**src/rtl/ulbf_coeffs_stream_reader.sv**
```systemverilog
// ============================================================================
// ulbf_coeffs_stream_reader : coefficient RAM port-B reader -> AXI4-Stream master
// Rev 1.0
// ============================================================================
`default_nettype none

module ulbf_coeffs_stream_reader #(
  parameter int DATA_WIDTH       = 64,
  parameter int RAM_DEPTH        = 4096,
  parameter int RAM_READ_LATENCY = 4,
  parameter int FIFO_DEPTH       = 8
) (
  input  logic                  m_axis_clk,
  input  logic                  m_axis_rst,
  input  logic                  start,
  input  logic                  stop,
  input  logic [15:0]           cfg_base_addr,
  input  logic [15:0]           cfg_len,
  input  logic [15:0]           cfg_nframes,
  output logic                  busy,
  output logic                  done,
  output logic                  enb,
  output logic [15:0]           addrb,
  input  logic [DATA_WIDTH-1:0] doutb,
  output logic [DATA_WIDTH-1:0] m_axis_tdata,
  output logic                  m_axis_tvalid,
  input  logic                  m_axis_tready,
  output logic                  m_axis_tlast
);

  localparam int          LAT       = RAM_READ_LATENCY;
  localparam int          PW        = $clog2(FIFO_DEPTH);
  localparam int          CW        = PW + 2;
  localparam logic [15:0] ADDR_MASK = 16'(RAM_DEPTH - 1);

  typedef enum logic [1:0] {
    S_IDLE  = 2'd0,
    S_RUN   = 2'd1,
    S_DRAIN = 2'd2
  } state_t;

  state_t          state_q, state_d;
  logic [15:0]     base_q, base_d;
  logic [15:0]     len_q, len_d;
  logic [15:0]     nframes_q, nframes_d;
  logic [15:0]     word_idx_q, word_idx_d;
  logic [15:0]     frame_cnt_q, frame_cnt_d;
  logic            stop_seen_q, stop_seen_d;
  logic            zero_done_q, zero_done_d;
  logic [LAT-1:0]  pv_q, pv_d;
  logic [LAT-1:0]  pl_q, pl_d;
  logic [CW-1:0]   pipe_cnt_q, pipe_cnt_d;
  logic [CW-1:0]   fifo_cnt_q, fifo_cnt_d;
  logic [PW-1:0]   wr_ptr_q, wr_ptr_d;
  logic [PW-1:0]   rd_ptr_q, rd_ptr_d;

  logic [DATA_WIDTH-1:0] fifo_data_q [FIFO_DEPTH];
  logic                  fifo_last_q [FIFO_DEPTH];

  logic issue;
  logic is_last;
  logic push;
  logic pop;
  logic fifo_empty;
  logic drain_done;

  // Credit check: every word in flight already owns a FIFO slot.
  assign fifo_empty = (fifo_cnt_q == '0);
  assign issue      = (state_q == S_RUN) && ((pipe_cnt_q + fifo_cnt_q) < CW'(FIFO_DEPTH));
  assign is_last    = (word_idx_q == (len_q - 16'd1));
  assign push       = pv_q[LAT-1];
  assign pop        = !fifo_empty && m_axis_tready;

  always_comb begin
    state_d     = state_q;
    base_d      = base_q;
    len_d       = len_q;
    nframes_d   = nframes_q;
    word_idx_d  = word_idx_q;
    frame_cnt_d = frame_cnt_q;
    stop_seen_d = stop_seen_q;
    zero_done_d = 1'b0;
    drain_done  = 1'b0;

    case (state_q)
      S_IDLE: begin
        if (start) begin
          base_d      = cfg_base_addr;
          len_d       = cfg_len;
          nframes_d   = cfg_nframes;
          word_idx_d  = 16'd0;
          frame_cnt_d = 16'd0;
          stop_seen_d = 1'b0;
          if (cfg_len != 16'd0) begin
            state_d = S_RUN;
          end else begin
            zero_done_d = 1'b1;
          end
        end
      end
      S_RUN: begin
        stop_seen_d = stop_seen_q | stop;
        if (issue) begin
          if (is_last) begin
            word_idx_d  = 16'd0;
            frame_cnt_d = frame_cnt_q + 16'd1;
            if (((nframes_q != 16'd0) && ((frame_cnt_q + 16'd1) == nframes_q)) ||
                stop_seen_q || stop) begin
              state_d     = S_DRAIN;
              stop_seen_d = 1'b0;
            end
          end else begin
            word_idx_d = word_idx_q + 16'd1;
          end
        end
      end
      S_DRAIN: begin
        if ((pipe_cnt_q == '0) && fifo_empty) begin
          state_d    = S_IDLE;
          drain_done = 1'b1;
        end
      end
      default: state_d = S_IDLE;
    endcase
  end

  // Read pipeline shadow and FIFO bookkeeping.
  always_comb begin
    pv_d    = '0;
    pl_d    = '0;
    pv_d[0] = issue;
    pl_d[0] = issue && is_last;
    for (int i = 1; i < LAT; i++) begin
      pv_d[i] = pv_q[i-1];
      pl_d[i] = pl_q[i-1];
    end
    pipe_cnt_d = pipe_cnt_q + {{(CW-1){1'b0}}, issue} - {{(CW-1){1'b0}}, push};
    fifo_cnt_d = fifo_cnt_q + {{(CW-1){1'b0}}, push} - {{(CW-1){1'b0}}, pop};
    wr_ptr_d   = push ? wr_ptr_q + 1'b1 : wr_ptr_q;
    rd_ptr_d   = pop  ? rd_ptr_q + 1'b1 : rd_ptr_q;
  end

  always_ff @(posedge m_axis_clk or posedge m_axis_rst) begin
    if (m_axis_rst) begin
      state_q     <= S_IDLE;
      base_q      <= 16'd0;
      len_q       <= 16'd0;
      nframes_q   <= 16'd0;
      word_idx_q  <= 16'd0;
      frame_cnt_q <= 16'd0;
      stop_seen_q <= 1'b0;
      zero_done_q <= 1'b0;
      pv_q        <= '0;
      pl_q        <= '0;
      pipe_cnt_q  <= '0;
      fifo_cnt_q  <= '0;
      wr_ptr_q    <= '0;
      rd_ptr_q    <= '0;
    end else begin
      state_q     <= state_d;
      base_q      <= base_d;
      len_q       <= len_d;
      nframes_q   <= nframes_d;
      word_idx_q  <= word_idx_d;
      frame_cnt_q <= frame_cnt_d;
      stop_seen_q <= stop_seen_d;
      zero_done_q <= zero_done_d;
      pv_q        <= pv_d;
      pl_q        <= pl_d;
      pipe_cnt_q  <= pipe_cnt_d;
      fifo_cnt_q  <= fifo_cnt_d;
      wr_ptr_q    <= wr_ptr_d;
      rd_ptr_q    <= rd_ptr_d;
    end
  end

  // Storage needs no reset: outputs are gated by occupancy.
  always_ff @(posedge m_axis_clk) begin
    if (push) begin
      fifo_data_q[wr_ptr_q] <= doutb;
      fifo_last_q[wr_ptr_q] <= pl_q[LAT-1];
    end
  end

  assign busy          = (state_q != S_IDLE);
  assign done          = zero_done_q | drain_done;
  assign enb           = issue;
  assign addrb         = issue ? ((base_q + word_idx_q) & ADDR_MASK) : 16'd0;
  assign m_axis_tvalid = !fifo_empty;
  assign m_axis_tdata  = fifo_empty ? '0 : fifo_data_q[rd_ptr_q];
  assign m_axis_tlast  = fifo_empty ? 1'b0 : fifo_last_q[rd_ptr_q];

endmodule

`default_nettype wire

```
**config.mk**
```make
export PLATFORM = sky130hd
export DESIGN_NAME = ulbf_coeffs_stream_reader
export DESIGN_NICKNAME = d
export VERILOG_FILES = /design/src/rtl/ulbf_coeffs_stream_reader.sv
export SDC_FILE = /design/constraint.sdc
export NUM_CORES = 1
export LEC_CHECK = 0
export BUFFER_PORTS_ARGS = -buffer_cell sky130_fd_sc_hd__buf_2
export CORE_MARGIN = 4
export CORE_UTILIZATION = 45
export CTS_CLUSTER_DIAMETER = 60
export DETAILED_ROUTE_END_ITERATION = 8
export PLACE_DENSITY = 0.65
export SKIP_CTS_REPAIR_TIMING = 1
export SYNTH_ARGS = -nofsm -noshare
export SYNTH_HDL_FRONTEND = slang
export SYNTH_SLANG_ARGS = --single-unit
```
**constraint.sdc**
```tcl
create_clock -name m_axis_clk -period 5.5 [get_ports m_axis_clk]
set_input_delay 0.275 -clock m_axis_clk [delete_from_list [all_inputs] [get_ports m_axis_clk]]
set_output_delay 0.275 -clock m_axis_clk [all_outputs]
set_load 0.02 [all_outputs]
```
==> summary.md <==
| Metric | Value |
|---|---|
| Status | `finished clean` |
| Total CTS buffers | `61` |
| Worst path arrival time | `3.68 ns` |
| NetSw | `4990 uW` |
| Port Buf Inserts | `193` |
| Core Rows | `88` |
| Seq/Total Area, Yosys | `69.6%` |
| Top delay family on crit path | `buffers and inverters` |
| Fin cells | `2,704` |
| Logic pwr share | `31.8%` |
| Synthesized area | `0.0262 mm^2` |
| Internal power | `10,100 uW` |
| Grt peak-use layer | `met2` |
| Worst skew pair latency | `0.63 ns` |
| GRT met1 Usage | `24.1%` |
| Pin count of the biggest net entering global routing | `75` |
| Placed insts | `2,479` |
| DR iter-0 viols | `1,071` |
| IO Count | `202` |
| DIE AREA | `0.0621 mm^2` |
| Chip height | `249 um` |
| Sink Count | `624` |
| Cells along the critical path | `ha_1, a31o_2, a21oi_1, mux2i_1, nand2_1, inv_1, buf_2` |
| Register clock-pin slew on the reported worst setup and hold paths | `0.06 ns` |
| WP data required | `5.22 ns` |
| Async SR Flop Fraction | `16.7%` |
| Final Core Density | `54.1%` |
| WL/cell | `21.0 um` |
| CP max FO | `16` |
| Initial core utilization | `45.5%` |
| Tcrit/Tclk final | `71.8%` |
| Drt pass-1 iters | `5` |
| Post-DP HPWL | `32.9 mm` |
| Final GP Congestion | `0.823` |
| Net Sw Frac | `33.1%` |
| Final WL | `56.8 mm` |
| Sequential share of power | `41.0%` |
| Total grt overflow | `0` |
| Clk root buf | `clkbuf_16` |
| Core box area | `0.0576 mm^2` |
| Hold Crit Class | `primary input to flop` |
| Nets@finish | `2,039` |
| Syn Inst Count | `1,581` |
| Final hold vios | `0` |
| FF+latch count, synth | `624` |
| Number of global-route vias before repair | `15,000` |
| Leakage | `0.0115 uW` |
| Worst setup SP type | `flop` |
| Syn avg cell area | `16.6 um^2` |
| Clock buffer depth | `3` |
| Final ANT Viol Nets | `0` |
| Syn-to-layout area delta | `19.0%` |
| CTS H-tree lvls | `2` |
| # setup viols final | `0` |
| Setup crit end kind | `primary output` |
| Slew headroom | `25.5%` |
| Post-synth EDFFs | `520` |
| Final setup TNS | `0 ns` |
| Tmin final | `3.95 ns` |
| RSZ-0062 raised after global routing | `false` |
| Vias post-DR | `14,600` |
| Worst Hold Slack | `0.0695 ns` |
| Top post-synthesis cells by area | `edfxtp_1 60%, mux4_2 11%, dfrtp_1 9.9%` |
| Max-slew violations | `0` |
| Critical Path Max Stage Delay | `0.57 ns` |
| TritonCTS clock tree | `built` |
| WS Path Type | `flop to primary output` |
| Yosys top cell by area | `edfxtp_1` |
| Cell Pwr Density | `484 mW/mm^2` |
| GRT Resource Usage Total | `18.0%` |
| First-pass GRT wire length | `88.3 mm` |
| Yosys top cell area share | `59.7%` |
| Proportion of layout cells with a drive suffix above 1 | `24.1%` |
| Fmax | `253 MHz` |
| Worst-Margin Slew | `1.12 ns` |
| Clk_skew | `0.0223 ns` |
| Met3 usage | `3.22%` |
| Initial antenna violation count | `3` |
| Via/cell ratio | `5.39` |
| CP bufs+invs | `2` |
| Synth Flop Type | `edfxtp_1` |
| Die span in x | `249 um` |
| Yosys warnings | `0` |
| Met2 Track Usage GR | `31.0%` |
| Cell variety after synth | `75` |
| Clock power share | `27.2%` |
| DR DRC count | `0` |
| CP max-delay cell | `mux2i_1` |
| Peak supply drop | `0.423 mV` |
| Max Cap Viol | `0` |
## area by class of cell
type | count | area, um^2
antenna | 1 | 2.50
clock inverter | 40 | 382
tap | 765 | 957
fill | 4602 | 26400
timing repair buffer | 325 | 2280
sequential | 624 | 18200
clock buffer | 73 | 1620
multi-input combinational | 840 | 7540
inverter | 36 | 138
## power groups by stage
stage	clock network, uW	logic (uW)	registers [uW]
6_report	4100	4790	6180
5_1_grt	4410	5220	6250
3_5_place_dp	0	4810	6300
3_3_place_gp	0	4760	6270
2_1_floorplan	0	3590	5930
4_1_cts	4220	4820	6200
## layer usage
metal  routed length, um  part of all wire (%)  up-vias
li1                    -                     -     6689
met1               23900                    42     7460
met2               28800                    51      340
met3                3050                   5.4       78
met4                1020                   1.8        4
met5                  27                 0.048        -
## worst reg2reg max path, delay by kind of cell, from the launching register on
family / cells / cell delay [ns]
mux: 1 / 0.57
compound gates: 3 / 0.51
buf+inv: 1 / 0.50
fa+ha+maj: 3 / 0.79
xor+xnor: 1 / 0.16
flops: 1 / 0.45
simple gates: 3 / 0.72
## synth_stat cells, types with 3 or more instances
cell and number:
a21oi_1 14, xor2_1 36, nor2_1 115, or4_1 3, buf_4 5, buf_1 21, ha_1 31, clkbuf_1 53
nand3_1 26, a21o_1 9, nor3_1 22, nand2_1 171, o211ai_1 3, and3_1 7, inv_1 36, nor4_1 16
and4_1 4, o22ai_1 4, xnor2_1 39, a2111oi_0 3, buf_6 5, o31ai_1 9, o21ai_0 18, mux4_2 130
nand4_1 13, o21ai_1 6, nand2b_1 9, edfxtp_1 520, or3_1 5, fa_1 3, mux2i_1 70, a31oi_1 10
dfrtp_1 104, and2_1 8
## path summary, 6_finish.rpt
kind                               startpoint  slack, ns            end  depth (start not counted)
min in group asynchronous          m_axis_rst       0.44   nframes_q[9]                          3
worst min register to register        pl_q[0]       0.35        pl_q[1]                          0
worst max-delay path            fifo_cnt_q[1]       1.55            enb                          7
worst min-delay path            m_axis_tready       0.07    rd_ptr_q[0]                          3
worst max register to register  fifo_cnt_q[1]       1.73  pipe_cnt_q[4]                         12
max in group asynchronous          m_axis_rst       4.05    rd_ptr_q[0]                          4
## layout by cell type, fill, tap and decap left out, types with 8 or more instances in the layout
master	synthesis	routed
a21oi_1	14	13
o21ai_0	18	18
inv_1	36	35
edfxtp_1	520	520
ha_1	31	31
xor2_1	36	36
o31ai_1	9	9
clkinv_1	0	15
nand2b_1	9	9
nand3_1	26	26
a31oi_1	10	10
buf_4	5	17
clkbuf_16	0	62
nor4_1	16	16
mux4_2	130	130
a21o_1	9	9
clkbuf_1	53	8
clkinv_2	0	11
dlygate4sd3_1	0	111
dfrtp_1	104	101
xnor2_1	39	39
nor3_1	22	20
nand4_1	13	13
mux2i_1	70	70
buf_2	0	193
nor2_1	115	109
nand2_1	171	171
## stage by stage
step	setup slack (ns)	instance area (um^2)	total power, uW
after floorplan	1.66	26200	9530
after global placement	1.82	28000	11000
after detailed placement	1.72	28000	11100
after CTS	1.50	30000	15200
after global routing	1.28	31200	15900
final	1.55	31200	15100
## cell families after synthesis
| logic type | count (synthesis) | synth area share, % |
|---|---|---|
| simple gates | 414 | 7.16 |
| other cells | 1 | 0.0143 |
| buf+inv | 120 | 1.94 |
| compound gates | 110 | 3.04 |
| flops | 624 | 69.6 |
| xor+xnor | 76 | 2.60 |
| mux | 202 | 13.9 |
| fa+ha+maj | 34 | 1.71 |
## sequential cells by signal, summed over array words and instances (netlist names), 5 cells and up
name / cells
len_q: 16
fifo_cnt_q: 5
frame_cnt_q: 16
fifo_last_q: 8
word_idx_q: 16
nframes_q: 16
fifo_data_q: 512
pipe_cnt_q: 5
base_q: 12
(Power assumes the default switching activity.)
